==> src/rtl/vec_mul_sequencer.sv <==
// Sequences one matrix-vector job: weight tile load, UB address stream, aligned result writes.
// Optional weight-tile reuse is compiled in with `define SEQ_WEIGHT_CACHE_EN.
module vec_mul_sequencer #(
  parameter int unsigned ADDRESSSIZE = 10,
  parameter int unsigned WADDRSIZE   = 2,
  parameter int unsigned RADDRSIZE   = 6,
  parameter int unsigned RESULT_LAT  = 2
) (
  input  logic                   clk,
  input  logic                   rstn,
  input  logic                   start,
  input  logic                   abort,
  input  logic [ADDRESSSIZE-1:0] src_base,
  input  logic [ADDRESSSIZE-1:0] num_vec,
  input  logic [WADDRSIZE-1:0]   weight_sel,
  output logic [ADDRESSSIZE-1:0] sram_address,
  output logic [WADDRSIZE-1:0]   weight_address,
  output logic                   weight_reload,
  output logic                   result_write_enable,
  output logic [RADDRSIZE-1:0]   result_address,
  output logic                   busy,
  output logic                   done
);

  typedef enum logic [2:0] {StIdle, StWaddr, StWreload, StStream, StDrain, StDone} state_e;

  state_e                 state_q, state_d;
  logic [ADDRESSSIZE-1:0] base_q, num_q, cnt_q, cnt_d;
  logic [RESULT_LAT-1:0]  pipe_q, pipe_d;
  logic [ADDRESSSIZE-1:0] sram_address_d;
  logic [WADDRSIZE-1:0]   weight_address_d;
  logic [RADDRSIZE-1:0]   result_address_d;
  logic                   weight_reload_d, busy_d, done_d;
  logic                   accept, issuing, last_issue, active_abort, cache_hit;

  assign active_abort        = abort && (state_q != StIdle);
  assign accept              = (state_q == StIdle) && start;
  assign issuing             = (state_q == StStream);
  assign last_issue          = issuing && (cnt_q == num_q - ADDRESSSIZE'(1));
  assign result_write_enable = pipe_q[RESULT_LAT-1];

`ifdef SEQ_WEIGHT_CACHE_EN
  logic                 cache_valid_q;
  logic [WADDRSIZE-1:0] cache_sel_q;

  assign cache_hit = cache_valid_q && (weight_sel == cache_sel_q);

  // weight_address equals the tile being loaded throughout WRELOAD
  always_ff @(posedge clk or negedge rstn) begin
    if (!rstn) begin
      cache_valid_q <= 1'b0;
      cache_sel_q   <= '0;
    end else if (abort && ((state_q == StWaddr) || (state_q == StWreload))) begin
      cache_valid_q <= 1'b0;
    end else if (state_q == StWreload) begin
      cache_valid_q <= 1'b1;
      cache_sel_q   <= weight_address;
    end
  end
`else
  assign cache_hit = 1'b0;
`endif

  // Issue-valid shift register; an abort flushes it so no late writes escape
  always_comb begin
    pipe_d = '0;
    if (!active_abort) begin
      pipe_d[0] = issuing;
      for (int k = 1; k < int'(RESULT_LAT); k++) begin
        pipe_d[k] = pipe_q[k-1];
      end
    end
  end

  always_ff @(posedge clk or negedge rstn) begin
    if (!rstn) begin
      state_q <= StIdle;
    end else begin
      state_q <= state_d;
    end
  end

  always_comb begin
    state_d = state_q;
    if (active_abort) begin
      state_d = StIdle;
    end else begin
      unique case (state_q)
        StIdle: begin
          if (start) begin
            if (num_vec == '0)  state_d = StDone;
            else if (cache_hit) state_d = StStream;
            else                state_d = StWaddr;
          end
        end
        StWaddr:   state_d = StWreload;
        StWreload: state_d = StStream;
        StStream:  if (last_issue) state_d = StDrain;
        StDrain:   if (pipe_d == '0) state_d = StDone;
        StDone:    state_d = StIdle;
        default:   state_d = StIdle;
      endcase
    end
  end

  // Outputs are registered from the next state so they line up with it
  always_comb begin
    weight_address_d = weight_address;
    sram_address_d   = sram_address;
    cnt_d            = cnt_q;
    result_address_d = result_address;
    weight_reload_d  = (state_d == StWreload);
    busy_d           = (state_d != StIdle);
    done_d           = (state_d == StDone);

    if (state_d == StWaddr) weight_address_d = weight_sel;

    if (state_d == StStream) begin
      if (state_q != StStream) begin
        sram_address_d = (state_q == StIdle) ? src_base : base_q;
        cnt_d          = '0;
      end else begin
        sram_address_d = sram_address + ADDRESSSIZE'(1);
        cnt_d          = cnt_q + ADDRESSSIZE'(1);
      end
    end

    if (accept)                   result_address_d = '0;
    else if (result_write_enable) result_address_d = result_address + RADDRSIZE'(1);
  end

  always_ff @(posedge clk or negedge rstn) begin
    if (!rstn) begin
      base_q         <= '0;
      num_q          <= '0;
      cnt_q          <= '0;
      pipe_q         <= '0;
      sram_address   <= '0;
      weight_address <= '0;
      result_address <= '0;
      weight_reload  <= 1'b0;
      busy           <= 1'b0;
      done           <= 1'b0;
    end else begin
      if (accept) begin
        base_q <= src_base;
        num_q  <= num_vec;
      end
      cnt_q          <= cnt_d;
      pipe_q         <= pipe_d;
      sram_address   <= sram_address_d;
      weight_address <= weight_address_d;
      result_address <= result_address_d;
      weight_reload  <= weight_reload_d;
      busy           <= busy_d;
      done           <= done_d;
    end
  end

endmodule

==> config.mk <==
export PLATFORM = sky130hd
export DESIGN_NAME = vec_mul_sequencer
export DESIGN_NICKNAME = d
export VERILOG_FILES = /design/src/rtl/vec_mul_sequencer.sv
export SDC_FILE = /design/constraint.sdc
export NUM_CORES = 1
export LEC_CHECK = 0
export CORE_MARGIN = 4
export CORE_UTILIZATION = 40
export DETAILED_ROUTE_END_ITERATION = 6
export GPL_TIMING_DRIVEN = 0
export SETUP_SLACK_MARGIN = 0.15
export SLEW_MARGIN = 25
export SYNTH_ARGS = -nofsm -noshare
export SYNTH_HDL_FRONTEND = slang
export SYNTH_SLANG_ARGS = --single-unit
==> constraint.sdc <==
create_clock -name clk -period 8 [get_ports clk]
set_input_delay 0.8 -clock clk [delete_from_list [all_inputs] [get_ports clk]]
set_output_delay 0.8 -clock clk [all_outputs]
set_load 0.01 [all_outputs]
==> impl_metrics.py, run 1 <==
metrics = {
    "outcome": {
        "run_status": "finished clean",
    },
    "clock_network": {
        "path_clk_slew_ns": 0.11,
        "cts_tree": "yes",
        "ctsResizeCount": 0,
        "cts-htree-levels": 2,
        "ctsHoldBuffers": 0,
        "post_cts_repair_timing_setup_buffer_count": 0,
        "clkLatencyLatePin_ns": 0.31,
        "cts_inserted_buffers": 5,
        "cts_buffer_depth": 2,
        "clock-root-buffer": "sky130_fd_sc_hd__clkbuf_8",
        "tritoncts_num_sinks": 56,
    },
    "finish": {
        "most-common-layout-cells": "56 x sky130_fd_sc_hd__dfrtp_1, 45 x sky130_fd_sc_hd__clkdlybuf4s50_1, 41 x sky130_fd_sc_hd__nor2_1, 19 x sky130_fd_sc_hd__o21ai_0, 19 x sky130_fd_sc_hd__mux2_2",
        "fin_nets": 404,
        "diodes": 0,
        "drive_gt1_share_pct": 9.600,
        "mostFrequentLayoutCell": "sky130_fd_sc_hd__dfrtp_1",
        "area.growth.synth_to_final_pct": 22.65,
    },
    "yosys": {
        "async_flop_share_pct": 100.0,
        "synth_top_cells_by_area": "sky130_fd_sc_hd__dfrtp_1 46%, sky130_fd_sc_hd__mux2_2 7.0%, sky130_fd_sc_hd__nor2_1 5.0%",
        "number_of_flops_mapped_to_enable_cells_by_yosys": 0,
        "yosys_most_used_dff": "sky130_fd_sc_hd__dfrtp_1",
        "syn_nets": 350,
        "post_synth.cell_area_avg_um2": 9.599,
        "number_of_instances_in_the_synthesized_netlist": 320,
        "ys_ff_latch": 56,
        "netlist-cell-type-count": 49,
        "yosys_warnings": 0,
        "synth_sequential_area_ratio_pct": 45.62,
        "synth_top_area_cell": "sky130_fd_sc_hd__dfrtp_1",
        "post-synth-top-area-fraction_pct": 45.62,
        "post_synth_design_cell_area_um2": 3072,
    },
    "timing": {
        "fin_hold_ws_ns": 0.3861,
        "final-setup-viol-count": 0,
        "final.setup_skew_ns": 0.01618,
        "finalHoldViolations": 0,
        "fin_setup_tns_ns": 0,
        "timing.max_slew.rel_slack_pct": 42.91,
        "rsz0062_at_grt": "false",
        "maxClockFrequency_mhz": 335.3,
        "fin_crit_ns": 2.983,
        "period_share_pct": 37.29,
        "timing_worst_slew_pin_value_ns": 0.8497,
        "finalMaxSlewViolations": 0,
    },
    "place": {
        "port-buffer-count": 46,
        "routabilityCongestion": 0.8112,
        "place_hpwl_um": 5398,
    },
    "critical_path": {
        "worst-path-buf-inv": 2,
        "beginning_of_the_critical_path": "num_q[0]",
        "criticalPathCategory": "flop to flop",
        "reg2reg_from": "num_q[0]",
        "timing.critical_path.fanout_max": 10,
        "critical-path-max-stage-delay_ns": 0.53,
        "path_cells": "inv_1 -> ha_1 -> nor2b_1 -> or3_1 -> a31o_2 -> or4_1 -> o21ai_1 -> buf_2 -> nor3_1 -> a211o_1",
        "critical_path_required_ns": 8.21,
        "setup.worst_path.end_class": "flop",
        "worst-endpoint-arrival_ns": 3.19,
        "critPathTopFamily": "simple AND/OR/NAND/NOR gates",
        "start_kind": "flop",
        "critPathSlowestCell": "sky130_fd_sc_hd__or4_1",
    },
    "min_path": {
        "min-delay-path-class": "input pin to asynchronous set/reset pin",
    },
    "die": {
        "fp.dieArea_um2": 9145,
        "die-height_um": 95.63,
        "chipWidth_um": 95.63,
        "initial_utilization_pct": 41.68,
        "core-area_um2": 7370,
        "floorplan.io_pins": 48,
        "core.rowCount": 31,
    },
    "power_and_ir_drop": {
        "powerDensity_nw_per_um2": 289.8,
        "worst_vdd_drop_mv": 0.1479,
        "p_leak_nw": 1.550,
    },
    "grt": {
        "total_grt_usage_pct": 16.91,
        "antenna_found_initial": 0,
        "pin_count_of_the_biggest_net_entering_global_routing": 32,
        "leftover_overflow_at_the_end_of_global_routing": 0,
        "vias_in_the_first_global_route": 2522,
        "global_route_wire_length_before_repair_um": 12120,
    },
    "drt": {
        "dr_total_vias": 2579,
        "detail_route.iter0.violations": 98,
        "routedWlPerCell_um": 15.12,
        "firstDrtPassIters": 4,
        "post_drt_via_cell_ratio": 5.441,
        "drc": 0,
        "final_antenna_net_count": 0,
        "drt_wl_total_um": 7167,
    },
    "run": {
        "maxCapViolations": 0,
    },
}
worst paths after layout:
check | to | slack (ns) | depth (start not counted)
worst max-delay path | sram_address[0] | 5.02 | 10
worst min-delay path | base_q[8] | 0.39 | 1
worst max register to register | sram_address[0] | 5.02 | 10
worst min register to register | base_q[2] | 0.51 | 1
max in group asynchronous | cnt_q[6] | 7.14 | 2
min in group clk | base_q[2] | 0.51 | 1
cell families after synthesis:
kind of cell	share of synthesized area (%)
AOI/OAI and AO/OA	13.65
xor gates and xnor gates	4.277
adders and majority gates	1.629
buffers and inverters	3.055
DFF	45.62
muxes	9.573
and+or+nand+nor	22.20
per-layer routing:
layer | global-route usage (%) | vias up | share of wire, %
met3 | 2.920 | 10 | 4.4
met1 | 23.10 | 1245 | 48
met4 | 5.806 | 0 | 2.0
met2 | 27.04 | 57 | 46
li1 | - | 1267 | -
met5 | 0 | - | 0
Yosys cell counts (all sizes together) (3+ instances only):
library cell  instances
o22a                  3
clkbuf               11
inv                   7
nor4                  4
nand3b                4
nand4                 4
mux2i                 8
and3                  6
nor3                 14
nand2                16
mux2                 19
nor2                 41
and2                  4
xnor2                 5
ha                    4
nor4b                 3
o21ai                21
buf                   5
nor2b                 5
a31oi                 8
xor2                 10
dfrtp                56
or3                   9
nand3                 8
a21oi                14
a211oi                6
power breakdown:
part	leakage [nW]	switching [W]	total [W]	internal (W)
logic	0.810	0.000219	0.000458	0.000239
clock network	0.0445	0.0000922	0.000163	0.0000707
registers	0.695	0.0000951	0.000471	0.000376
total	1.55	0.000406	0.00109	0.000686
metrics by stage:
stage / total power (W) / setup slack (ns) / cells / utilization [%] / area (um2)
floorplan: 0.0007653 / 5.313 / 320 / - / 3072
global placement: 0.0009303 / 4.271 / 465 / 49.61 / 3656
detailed placement: 0.0009398 / 5.009 / 466 / 49.85 / 3674
CTS: 0.001105 / 5.002 / 474 / 51.12 / 3767
global route: 0.001188 / 4.779 / 474 / 51.12 / 3767
finish: 0.001092 / 5.017 / 474 / 51.12 / 3767
sequential cells by signal (all words and copies together), names as in the netlist:
| register | count |
|---|---|
| result_address | 6 |
| base_q | 10 |
| pipe_q | 2 |
| state_q | 3 |
| weight_reload | 1 |
| sram_address | 10 |
| done | 1 |
| weight_address | 2 |
| busy | 1 |
| num_q | 10 |
| cnt_q | 10 |
layout make-up:
| cell class | count | area, um2 |
|---|---|---|
| Fill cell | 711 | 3602 |
| Multi-Input combinational cell | 241 | 1577 |
| Sequential cell | 56 | 1401 |
| Timing Repair Buffer | 47 | 478.0 |
| Tap cell | 99 | 123.9 |
| Clock buffer | 7 | 86.33 |
| Buffer | 16 | 67.56 |
| Inverter | 7 | 26.28 |
| Clock inverter | 1 | 7.507 |
Power figures use the tool's default switching activity.
==> run 2: changes to the inputs <==
- clock period: 8 -> 2.6 ns (I/O delays scaled with it)
==> impl_metrics.py, run 2 (synthesis results as in run 1) <==
metrics = {
    "outcome": {
        "run_status": "finished clean",
    },
    "critical_path": {
        "regToRegEndpoint": "sram_address[0]",
        "critical-path-max-stage-delay_ns": 0.48,
        "r2r_setup_slack_ns": 0.08,
        "beginning_of_the_critical_path": "num_q[2]",
        "setup.worst_path.end_class": "flop",
        "timing.critical_path.fanout_max": 5,
        "critPathTopFamily": "simple AND/OR/NAND/NOR gates",
        "path_cells": "or3_4 -> or4_4 -> a211oi_2 -> a311oi_2 -> buf_4 -> o21ai_4 -> buf_6 -> nor3_2 -> a211o_1",
        "reg2reg_from": "num_q[2]",
        "worst-r2r-cell-count": 9,
        "crit_path_end": "sram_address[0]",
        "start_kind": "flop",
        "worst-endpoint-arrival_ns": 2.72,
        "worst-path-buf-inv": 2,
        "criticalPathCategory": "flop to flop",
        "critPathSlowestCell": "sky130_fd_sc_hd__or4_4",
        "critical_path_required_ns": 2.80,
        "cp.depth": 9,
    },
    "grt": {
        "gr-max-usage-layer": "met2",
        "global_route.usage.met3_pct": 3.078,
        "total_grt_usage_pct": 17.29,
        "pin_count_of_the_biggest_net_entering_global_routing": 32,
        "leftover_overflow_at_the_end_of_global_routing": 0,
        "vias_in_the_first_global_route": 2629,
        "m1_gr_usage_pct": 23.49,
        "global_route_wire_length_before_repair_um": 12490,
        "met2_usage_pct": 29.42,
        "antenna_found_initial": 0,
    },
    "power_and_ir_drop": {
        "powerDensity_nw_per_um2": 898.4,
        "worst_vdd_drop_mv": 0.4602,
        "p_leak_nw": 1.654,
    },
    "place": {
        "routabilityCongestion": 0.7617,
        "port-buffer-count": 46,
        "place_hpwl_um": 5453,
        "place.detailed.instances": 466,
    },
    "drt": {
        "routedWlPerCell_um": 15.69,
        "drc": 0,
        "final_antenna_net_count": 0,
        "dr_total_vias": 2645,
        "detail_route.iter0.violations": 101,
        "drt_wl_total_um": 7655,
        "firstDrtPassIters": 4,
        "post_drt_via_cell_ratio": 5.420,
    },
    "finish": {
        "fin_nets": 419,
        "drive_gt1_share_pct": 18.77,
        "area.growth.synth_to_final_pct": 30.43,
        "final_core_utilization_pct": 54.36,
        "fin_cells": 488,
        "most-common-layout-cells": "53 x sky130_fd_sc_hd__dfrtp_1, 45 x sky130_fd_sc_hd__clkdlybuf4s50_1, 40 x sky130_fd_sc_hd__nor2_1, 19 x sky130_fd_sc_hd__mux2_2, 17 x sky130_fd_sc_hd__o21ai_0",
        "mostFrequentLayoutCell": "sky130_fd_sc_hd__dfrtp_1",
        "diodes": 0,
    },
    "timing": {
        "finalMaxSlewViolations": 0,
        "fin_hold_ws_ns": 0.3732,
        "final.setup_skew_ns": 0.008141,
        "finalHoldViolations": 0,
        "final-setup-viol-count": 0,
        "fin_crit_ns": 2.523,
        "period_share_pct": 97.03,
        "rsz0062_at_grt": "true",
        "maxClockFrequency_mhz": 396.4,
        "timing_worst_slew_pin_value_ns": 0.6996,
        "timing.max_slew.rel_slack_pct": 53.26,
    },
    "clock_network": {
        "cts_buffer_depth": 2,
        "cts_inserted_buffers": 5,
        "clock-root-buffer": "sky130_fd_sc_hd__clkbuf_8",
        "cts_tree": "yes",
        "path_clk_slew_ns": 0.10,
        "cts-htree-levels": 2,
        "clkLatencyLatePin_ns": 0.30,
        "tritoncts_num_sinks": 56,
    },
    "die": {
        "fp.dieArea_um2": 9145,
        "initial_utilization_pct": 41.68,
        "core.rowCount": 31,
        "die-height_um": 95.63,
        "core-area_um2": 7370,
        "floorplan.io_pins": 48,
        "chipWidth_um": 95.63,
    },
    "min_path": {
        "min-delay-path-class": "input pin to flop",
        "hold_path_startpoint": "abort",
        "whs_path_depth": 2,
    },
    "run": {
        "maxCapViolations": 0,
    },
}
[run 2: cell types whose count changed in the layout (fill, tap and decap cells not counted), sizes merged]
cell | before | now
clkbuf | 18 | 16
buf | 7 | 22
clkinvlp | 1 | 0
dlygate4sd3 | 0 | 1
clkinv | 0 | 1
[run 2: where the power goes]
group,leakage [nW],internal [W],total (W),switching [W]
logic,0.921,0.000878,0.00168,0.000806
clock network,0.0410,0.000184,0.000453,0.000268
registers,0.692,0.00116,0.00146,0.000300
total,1.65,0.00223,0.00360,0.00137
[run 2: final cells by class]
| cell class | instances | area [um2] |
|---|---|---|
| Buffer | 16 | 88.84 |
| Clock buffer | 6 | 72.57 |
| Clock inverter | 1 | 5.005 |
| Fill cell | 711 | 3363 |
| Inverter | 7 | 26.28 |
| Multi-Input combinational cell | 241 | 1687 |
| Sequential cell | 56 | 1405 |
| Tap cell | 99 | 123.9 |
| Timing Repair Buffer | 62 | 598.1 |
[run 2: worst min-delay path by stage]
stage	end
6_report	pipe_q[0]
5_1_grt	pipe_q[0]
2_1_floorplan	base_q[0]
3_3_place_gp	base_q[2]
4_1_cts	pipe_q[0]
3_5_place_dp	num_q[5]
[run 2: per-stage QoR]
stage	area, um2	setup TNS, ns	total power, W	worst slack, ns
floorplan	3084	0	0.002365	0.1198
finish	4006	0	0.003599	0.07728
detailed placement	3686	-2.026	0.002916	-0.2287
global placement	3669	-33.82	0.002879	-0.5786
CTS	3918	0	0.003528	0.05503
global route	4006	0	0.003871	0.006654
[run 2: timing repair]
action                                 4_1_cts  5_1_grt
pin swaps                                    4        7
buffers inserted                            10        3
gates resized for setup                     17       19
hold buffers                                 1        0
setup endpoints to repair                   35       27
gates cloned                                 1        0
endpoints found under the hold margin       25        0
[run 2: metal layers]
layer	part of all wire [%]	wire, um	vias up
met5	0	0	-
li1	-	-	1292
met4	0.50	38	0
met2	46	3559	68
met3	5.4	417	5
met1	48	3639	1280
